===== src/rtl/imem_boot_sequencer_if.sv =====
// Program-stream, instruction-memory write and PC-control signals shared between
// the host loader, the boot sequencer and the MIPS core.
interface imem_boot_sequencer_if #(
    parameter int ADDR_W = 11,
    parameter int DATA_W = 32
);
    logic [DATA_W-1:0] in_data;
    logic              in_valid;
    logic              in_ready;
    logic [DATA_W-1:0] imem_wdata;
    logic              imem_we;
    logic [ADDR_W-1:0] imem_waddr;
    logic [DATA_W-1:0] pc_out;
    logic              pc_set;

    // Host/core side: supplies program words, observes memory writes and PC control
    modport master (
        output in_data, in_valid,
        input  in_ready, imem_wdata, imem_we, imem_waddr, pc_out, pc_set
    );

    // Sequencer side
    modport slave (
        input  in_data, in_valid,
        output in_ready, imem_wdata, imem_we, imem_waddr, pc_out, pc_set
    );
endinterface


===== src/rtl/imem_boot_sequencer.sv =====
// Boot/run controller: streams a program into instruction memory, holds the core's
// PC at a start address while loading, then lets the core run for a cycle budget.
module imem_boot_sequencer #(
    parameter int ADDR_W = 11,
    parameter int DATA_W = 32,
    parameter int CNT_W  = 16
) (
    input  logic                clk,
    input  logic                rst,
    input  logic                load_start,
    input  logic [ADDR_W:0]     load_len,
    input  logic [DATA_W-1:0]   start_pc,
    input  logic [CNT_W-1:0]    run_cycles,
    input  logic                abort,
    output logic                busy,
    output logic                done,
    output logic                error,
    imem_boot_sequencer_if.slave bus
);
    typedef enum logic [1:0] {IDLE, LOAD, ARM, RUN} state_t;

    localparam logic [ADDR_W:0] MAX_LEN = {1'b1, {ADDR_W{1'b0}}};

    state_t            state_q, state_d;
    logic [ADDR_W:0]   len_q, len_d;
    logic [ADDR_W:0]   wcnt_q, wcnt_d;
    logic [ADDR_W:0]   wcnt_inc;
    logic [CNT_W-1:0]  run_q, run_d;
    logic [CNT_W-1:0]  rcnt_q, rcnt_d;
    logic [DATA_W-1:0] pc_q, pc_d;
    logic [DATA_W-1:0] wdata_q, wdata_d;
    logic [ADDR_W-1:0] waddr_q, waddr_d;
    logic              in_ready_q, in_ready_d;
    logic              we_q, we_d;
    logic              pc_set_q, pc_set_d;
    logic              busy_q, busy_d;
    logic              done_q, done_d;
    logic              error_q, error_d;
    logic              accept;
    logic              len_ok;

    assign accept   = (state_q == LOAD) && bus.in_valid && in_ready_q;
    assign len_ok   = (load_len != '0) && (load_len <= MAX_LEN);
    assign wcnt_inc = wcnt_q + (ADDR_W+1)'(1);

    // Every output is the registered copy of its *_d value, so all decisions live here.
    // abort wins over everything, and leaves latched load parameters and pc_out alone.
    always_comb begin
        state_d    = state_q;
        len_d      = len_q;
        wcnt_d     = wcnt_q;
        run_d      = run_q;
        rcnt_d     = rcnt_q;
        pc_d       = pc_q;
        wdata_d    = wdata_q;
        waddr_d    = waddr_q;
        in_ready_d = in_ready_q;
        pc_set_d   = pc_set_q;
        we_d       = 1'b0;
        done_d     = 1'b0;
        error_d    = 1'b0;

        if (abort) begin
            state_d    = IDLE;
            pc_set_d   = 1'b1;
            in_ready_d = 1'b0;
        end else begin
            case (state_q)
                IDLE: begin
                    in_ready_d = 1'b0;
                    pc_set_d   = 1'b1;
                    if (load_start) begin
                        if (len_ok) begin
                            len_d      = load_len;
                            pc_d       = start_pc;
                            run_d      = run_cycles;
                            wcnt_d     = '0;
                            in_ready_d = 1'b1;
                            state_d    = LOAD;
                        end else begin
                            error_d = 1'b1;
                        end
                    end
                end
                LOAD: begin
                    pc_set_d = 1'b1;
                    if (accept) begin
                        we_d       = 1'b1;
                        wdata_d    = bus.in_data;
                        waddr_d    = wcnt_q[ADDR_W-1:0];
                        wcnt_d     = wcnt_inc;
                        in_ready_d = (wcnt_inc < len_q);
                        if (wcnt_inc == len_q) begin
                            state_d = ARM;
                        end
                    end
                end
                ARM: begin
                    state_d  = RUN;
                    rcnt_d   = run_q;
                    pc_set_d = 1'b0;
                end
                RUN: begin
                    pc_set_d = 1'b0;
                    // A zero budget leaves rcnt at 0, which means run until aborted
                    if (rcnt_q != '0) begin
                        rcnt_d = rcnt_q - CNT_W'(1);
                        if (rcnt_q == CNT_W'(1)) begin
                            state_d  = IDLE;
                            done_d   = 1'b1;
                            pc_set_d = 1'b1;
                        end
                    end
                end
                default: begin
                    state_d = IDLE;
                end
            endcase
        end

        busy_d = (state_d != IDLE);
    end

    // State and registered outputs; pc_set resets high so the core stays frozen.
    always_ff @(posedge clk or posedge rst) begin
        if (rst) begin
            state_q    <= IDLE;
            len_q      <= '0;
            wcnt_q     <= '0;
            run_q      <= '0;
            rcnt_q     <= '0;
            pc_q       <= '0;
            wdata_q    <= '0;
            waddr_q    <= '0;
            in_ready_q <= 1'b0;
            we_q       <= 1'b0;
            pc_set_q   <= 1'b1;
            busy_q     <= 1'b0;
            done_q     <= 1'b0;
            error_q    <= 1'b0;
        end else begin
            state_q    <= state_d;
            len_q      <= len_d;
            wcnt_q     <= wcnt_d;
            run_q      <= run_d;
            rcnt_q     <= rcnt_d;
            pc_q       <= pc_d;
            wdata_q    <= wdata_d;
            waddr_q    <= waddr_d;
            in_ready_q <= in_ready_d;
            we_q       <= we_d;
            pc_set_q   <= pc_set_d;
            busy_q     <= busy_d;
            done_q     <= done_d;
            error_q    <= error_d;
        end
    end

    assign bus.in_ready   = in_ready_q;
    assign bus.imem_we    = we_q;
    assign bus.imem_wdata = wdata_q;
    assign bus.imem_waddr = waddr_q;
    assign bus.pc_out     = pc_q;
    assign bus.pc_set     = pc_set_q;
    assign busy           = busy_q;
    assign done           = done_q;
    assign error          = error_q;
endmodule


===== src/flat_wrapper.sv =====
// flat-port wrapper written by rule: the top's interface ports become plain ports
module imem_boot_sequencer_flat 
#(
    parameter int ADDR_W = 11,
    parameter int DATA_W = 32,
    parameter int CNT_W  = 16
)
  (clk, rst, load_start, load_len, start_pc, run_cycles, abort, busy, done, error, bus_in_data, bus_in_valid, bus_in_ready, bus_imem_wdata, bus_imem_we, bus_imem_waddr, bus_pc_out, bus_pc_set);
  imem_boot_sequencer_if #(.ADDR_W(ADDR_W), .DATA_W(DATA_W)) bus_i ();
  input  logic clk;
  input  logic rst;
  input  logic load_start;
  input  logic [ADDR_W:0] load_len;
  input  logic [DATA_W-1:0] start_pc;
  input  logic [CNT_W-1:0] run_cycles;
  input  logic abort;
  output logic busy;
  output logic done;
  output logic error;
  input wire logic [$bits(bus_i.in_data)-1:0] bus_in_data;
  input wire logic [$bits(bus_i.in_valid)-1:0] bus_in_valid;
  output wire logic [$bits(bus_i.in_ready)-1:0] bus_in_ready;
  output wire logic [$bits(bus_i.imem_wdata)-1:0] bus_imem_wdata;
  output wire logic [$bits(bus_i.imem_we)-1:0] bus_imem_we;
  output wire logic [$bits(bus_i.imem_waddr)-1:0] bus_imem_waddr;
  output wire logic [$bits(bus_i.pc_out)-1:0] bus_pc_out;
  output wire logic [$bits(bus_i.pc_set)-1:0] bus_pc_set;
  assign bus_i.in_data = bus_in_data;
  assign bus_i.in_valid = bus_in_valid;
  assign bus_in_ready = bus_i.in_ready;
  assign bus_imem_wdata = bus_i.imem_wdata;
  assign bus_imem_we = bus_i.imem_we;
  assign bus_imem_waddr = bus_i.imem_waddr;
  assign bus_pc_out = bus_i.pc_out;
  assign bus_pc_set = bus_i.pc_set;
  imem_boot_sequencer #(.ADDR_W(ADDR_W), .DATA_W(DATA_W), .CNT_W(CNT_W)) u_core (.clk(clk), .rst(rst), .load_start(load_start), .load_len(load_len), .start_pc(start_pc), .run_cycles(run_cycles), .abort(abort), .busy(busy), .done(done), .error(error), .bus(bus_i));
endmodule

===== config.mk =====
export PLATFORM = sky130hd
export DESIGN_NAME = imem_boot_sequencer_flat
export DESIGN_NICKNAME = d
export VERILOG_FILES = /design/src/rtl/imem_boot_sequencer_if.sv /design/src/rtl/imem_boot_sequencer.sv /design/src/flat_wrapper.sv
export SDC_FILE = /design/constraint.sdc
export NUM_CORES = 1
export LEC_CHECK = 0
export ABC_AREA = 0
export CAP_MARGIN = 40
export CORE_ASPECT_RATIO = 1.25
export CORE_MARGIN = 3
export CORE_UTILIZATION = 40
export CTS_CLUSTER_DIAMETER = 200
export DETAILED_ROUTE_END_ITERATION = 10
export HOLD_SLACK_MARGIN = 0.02
export PLACE_DENSITY = 0.69
export SLEW_MARGIN = 25
export SYNTH_ARGS = -nofsm -noshare
export SYNTH_HDL_FRONTEND = slang
export SYNTH_SLANG_ARGS = --single-unit

===== constraint.sdc =====
create_clock -name clk -period 6.4 [get_ports clk]
set_input_delay 1.6 -clock clk [delete_from_list [all_inputs] [get_ports clk]]
set_output_delay 1.6 -clock clk [all_outputs]
set_load 0.005 [all_outputs]

# Word-level counts from Yosys, hierarchy flattened

Cells that the tools add are included.
W data, S select, Z words.

Register bits after elaboration: 139
Input port bits: 97
Output and inout bits: 81
Logic and storage cells: 77

$add $sub $neg: 2
$lt $le $gt $ge: 2
Equality and inequality tests: 10
Multiplexer cells: 32
Bitwise logic cells: 1
Reduce and logical (&&, ||, !) cells: 16

Operators by type and width:

| kind                    | count |
|---|---|
| $mux W12                | 3 |
| $pmux W16 S2            | 1 |
| $pmux W12 S2            | 1 |
| $eq A16 B1 Y1 const B   | 1 |
| $mux W1                 | 16 |
| $mux W16                | 1 |
| $reduce_bool A16 Y1     | 1 |
| $sub A16 B1 Y16 const B | 1 |
| $mux W2                 | 7 |
| $add A12 B1 Y12 const B | 1 |
| $eq A12 B12 Y1          | 1 |
| $le A12 B12 Y1 const B  | 1 |
| $lt A12 B12 Y1          | 1 |
| $reduce_bool A12 Y1     | 1 |
| $pmux W2 S4             | 1 |
| $ne A2 B1 Y1 const B    | 3 |
| $reduce_and A3 Y1       | 2 |
| $reduce_bool A2 Y1      | 3 |
| $reduce_and A5 Y1       | 1 |
| $eq A2 B2 Y1 const B    | 2 |
| $reduce_and A4 Y1       | 1 |
| $logic_and A1 B1 Y1     | 3 |
| $ne A3 B2 Y1 const B    | 1 |
| $pmux W1 S3             | 1 |
| other kinds (8)         | 8 |

# Longest topological paths before layout

Depth in word-level cells: 7
Mapped depth: 9
Gate-level depth less buffers: 9

# Worst setup path before layout

Ideal clock, no wire load.

Kind: input-to-reg
Start: in load_len[2]
End: reg u_core.pc_q[10] (netlist: u_core.bus.pc_out[10])
Setup time: 125 ps
Arrival time: 3,153 ps
Required time: 6,275 ps
Path slack: 3,122 ps
Stages: 6
Buffers on the path: 2
Path through: nor4_1 -> a31o_2 -> and3_1 -> buf_2 -> buf_2 -> mux2_2

Longest elaborated chain between the ends: 3
Elaborated cells on any way between the ends: 4
Those cells by class: order compare: 1; reduce/logical: 3

Ends and longest elaborated chain:

| element                                                      | RTL line                   | text |
|---|---|---|
| start, declared                                              | flat_wrapper.sv:13         | `input logic [ADDR_W:0] load_len;` |
| $le A12 B12 Y1 / $reduce_bool A12 Y1 (equally long branches) | imem_boot_sequencer.sv:43  | `assign len_ok = (load_len != '0) && (load_len <= MAX_LEN);` |
| $logic_and A1 B1 Y1 *                                        | imem_boot_sequencer.sv:43  |  |
| $reduce_and A4 Y1 (no line) *                                | --                         |  |
| end signal, assigned                                         | imem_boot_sequencer.sv:147 | `pc_q <= pc_d;` |
| end, declared                                                | imem_boot_sequencer.sv:30  | `logic [DATA_W-1:0] pc_q, pc_d;` |

Mark *: on every way between the ends. The rest lies on a longest branch, timed or not.
A chain may end at the register's enable or synchronous reset.

# Worst setup path in the final report

Start: in abort
End: reg u_core.pc_q[17] (netlist: u_core.bus.pc_out[17])

Longest elaborated chain between the ends: 2

Ends and longest elaborated chain:

| element                     | RTL line           | text |
|---|---|---|
| start, declared             | flat_wrapper.sv:16 | `input logic abort;` |
| $not A1 Y1 (no line)        | --                 |  |
| $reduce_and A4 Y1 (no line) | --                 |  |

No other way between the ends.

==> flow_metrics.env <==
export IMPL_path_cells="clkdlybuf4s50_1 -> nor2_1 -> and2_0 -> and3_2 -> buf_4 -> mux2_2"
export IMPL_syn_nets=718
export IMPL_min_path_type="register to register"
export IMPL_cts_repair_resized=0
export IMPL_regToRegStartpoint="u_core.rcnt_q[8]"
export IMPL_vias_per_cell=5.281
export IMPL_areaGrowthSynthToFinish_pct=41.25
export IMPL_synthTopCellsByCount="146 x nand2_1, 138 x dfrtp_1, 55 x mux2_2"
export IMPL_fin_tns_setup_ps=0
export IMPL_crit_start="abort"
export IMPL_start_util_pct=41.70
export IMPL_cts_hold_buf=0
export IMPL_place_gp_congestion=0.8026
export IMPL_cp_end_kind="register"
export IMPL_yosysMostFrequentCell="nand2_1"
export IMPL_fp_dieW_um=118.8
export IMPL_synth_simple_area_share_pct=16.29
export IMPL_first_pass_iters=7
export IMPL_crit_slowest_cell="and3_2"
export IMPL_grt_max_degree=65
export IMPL_reg2reg_setup_slack_ps=3370
export IMPL_async_reset_ff_share_pct=100.0
export IMPL_grt_setup_unrepaired="false"
export IMPL_netlist_area_sq_um=6366
export IMPL_cts_buffers=17
export IMPL_critPathKind="input port to register"
export IMPL_hold_viol_final=0
export IMPL_finalMaxSlewViolations=0
export IMPL_slew_headroom_pct=55.95
export IMPL_clk_latency_ps=410
export IMPL_fmax_mhz=238.0
export IMPL_grt_pass1_wl_um=27590
export IMPL_cts_max_path_buffers=2
export IMPL_synth_area_per_cell_sq_um=10.52
export IMPL_synth_cell_types=56
export IMPL_setup_viol_count_final=0
export IMPL_grt_usage_pct=19.55
export IMPL_num_io_pins=178
export IMPL_synth_edff_count=0
export IMPL_die_h_um=147.0
export IMPL_dieArea_sq_um=17470
export IMPL_synth_compound_area_share_pct=11.12
export IMPL_yosysTopAreaCellShare_pct=54.25
export IMPL_hpwlAfterDp_um=12030
export IMPL_port_buffers=177
export IMPL_dr_total_vias=5239
export IMPL_wl_per_cell_um=16.83
export IMPL_htreeDepth=4
export IMPL_ys_seq_area_share_pct=54.66
export IMPL_drc_errors=0
export IMPL_cellLeakagePower_nw=4.010
export IMPL_max_stage_delay_ps=720
export IMPL_synth_top_area_cell="dfrtp_1"
export IMPL_finalClockSkew_ps=4.393
export IMPL_cp_num_cells=6
export IMPL_fin_util_pct=58.91
export IMPL_r2r_cells=4
export IMPL_post_route_period_util_pct=65.65
export IMPL_synthMuxAreaShare_pct=9.886
export IMPL_drive_gt1_share_pct=13.01
export IMPL_clk_pin_slew_worst_paths_ps=60
export IMPL_stdcell_count=992
export IMPL_grt_pass1_vias=5405
export IMPL_yosys_register_bits=139
export IMPL_post_place_cells=961
export IMPL_crit_end="u_core.bus.pc_out[17]"
export IMPL_critical_path_top_delay_family="simple AND/OR/NAND/NOR gates"
export IMPL_tritoncts="yes"
export IMPL_ant_nets=0
export IMPL_critPathArrivalTime_ps=4500
export IMPL_ys_flop_type="dfrtp_1"
export IMPL_worstSetupStartpointType="input port"
export IMPL_synth_warnings=0
export IMPL_tightest_slew_ps=660.8
export IMPL_core_area_sq_um=15260
export IMPL_routed_wl_um=16700
export IMPL_crit_fanout=28
export IMPL_nets=885
export IMPL_period_needed_ps=4201
export IMPL_antenna_found_initial=0
export IMPL_diodes=0
export IMPL_outcome="finished clean"
export IMPL_synth_area_leaders="dfrtp_1 54%, mux2_2 9.7%, nand2_1 8.6%"
export IMPL_worstReg2RegEnd="u_core.rcnt_q[1]"
export IMPL_grt_ovfl_total=0
export IMPL_synth_top_family_by_area="simple AND/OR/NAND/NOR gates"
export IMPL_synthAdderAreaFrac_pct=3.145
export IMPL_p_per_area_nw_per_um2=285.6
export IMPL_synth_xor_area_share_pct=1.376
export IMPL_cts_sinks=139
export IMPL_syn_inst=605
export IMPL_nFillCells=1297
export IMPL_cts_setup_buffers=0
export IMPL_row_count=50
export IMPL_drt_iter0_drc=364
export IMPL_ir_drop_uv=165.3
export IMPL_crit_required_ps=6700
export IMPL_maxCapViolCount=0
export IMPL_clock_tree_root_cell="clkbuf_16"
export IMPL_crit_buf_inv=2
-- report_power, final --
group / total, mW / leakage (nW) / internal [mW] / switching (mW)
clock network: 1.08 / 0.309 / 0.703 / 0.379
logic: 0.421 / 1.92 / 0.274 / 0.147
registers: 1.06 / 1.79 / 0.992 / 0.0733
total: 2.57 / 4.01 / 1.97 / 0.599
-- metal layers --
metal  part of all wire, %  global-route usage [%]  up-vias
li1                      -                       -     2467
met1                    41                   23.67     2589
met2                    52                   33.77      161
met3                   5.4                   5.083       22
met4                   1.4                   6.783        0
met5                     0                       0        -
-- worst reg2reg max path, cell delays in order (launching register included) --
cell and delay (ps):
dfrtp_1 420, or4_1 700, or4_1 830, nand2_1 560, mux2_2 400
-- logic make-up after synthesis --
kind of cell,Yosys count
adders and majority gates,16
and+or+nand+nor,228
buffers and inverters,56
muxes,56
DFF,139
xor gates and xnor gates,10
AOI/OAI and AO/OA,100
-- worst min-delay path by stage --
stage / start / end / slack [ps] / cells past startpoint
final: u_core.bus.imem_wdata[28] / u_core.bus.imem_wdata[28] / 480 / 2
after global routing: u_core.bus.imem_wdata[26] / u_core.bus.imem_wdata[26] / 500 / 2
after CTS: u_core.bus.imem_wdata[28] / u_core.bus.imem_wdata[28] / 480 / 2
after detailed placement: u_core.bus.imem_wdata[28] / u_core.bus.imem_wdata[28] / 460 / 2
after global placement: u_core.bus.imem_wdata[8] / u_core.bus.imem_wdata[8] / 460 / 2
after floorplan: u_core.rcnt_q[11] / u_core.rcnt_q[11] / 450 / 1
-- through the flow --
step	power (mW)	instance area (sq um)	hold slack [ps]	worst slack, ps
6_report	2.568	8992	475.4	2199
5_1_grt	2.680	8992	502.7	2089
4_1_cts	2.601	8992	477.2	2254
3_5_place_dp	1.504	8337	461.5	1824
3_3_place_gp	1.484	8289	457.8	1909
2_1_floorplan	1.231	6366	447.7	1077
-- placed cells by master (no fill, tap or decap), types with 13 or more instances in the layout --
| master | n |
|---|---|
| nand2_1 | 146 |
| dfrtp_1 | 138 |
| ha_1 | 16 |
| a21oi_1 | 20 |
| clkbuf_16 | 17 |
| nor2_1 | 14 |
| o21ai_0 | 13 |
| o2bb2ai_1 | 16 |
| clkdlybuf4s50_1 | 177 |
| mux2_2 | 55 |
| inv_1 | 18 |
-- state kept, by name (all words and copies together) (netlist names) --
| signal | count |
|---|---|
| u_core.state_q | 2 |
| u_core.len_q | 12 |
| u_core.wcnt_q | 12 |
| u_core.bus.imem_wdata | 32 |
| u_core.run_q | 16 |
| u_core.bus.imem_waddr | 11 |
| u_core.bus.in_ready | 1 |
| u_core.rcnt_q | 16 |
| u_core.bus.pc_out | 32 |
| u_core.done | 1 |
| u_core.bus.imem_we | 1 |
| u_core.error | 1 |
| u_core.bus.pc_set | 1 |
| u_core.busy | 1 |
-- area by class of cell --
class | count | area, sq um | area share, %
inverters | 19 | 76.32 | 0.8488
multi-input cells | 410 | 2664 | 29.62
repair buffers | 185 | 1857 | 20.65
clock buffers | 18 | 439.2 | 4.884
clock inverters | 13 | 216.5 | 2.407
well taps | 208 | 260.3 | 2.894
flip-flops and latches | 139 | 3480 | 38.69
No activity file was read; power rests on OpenSTA's default activity.
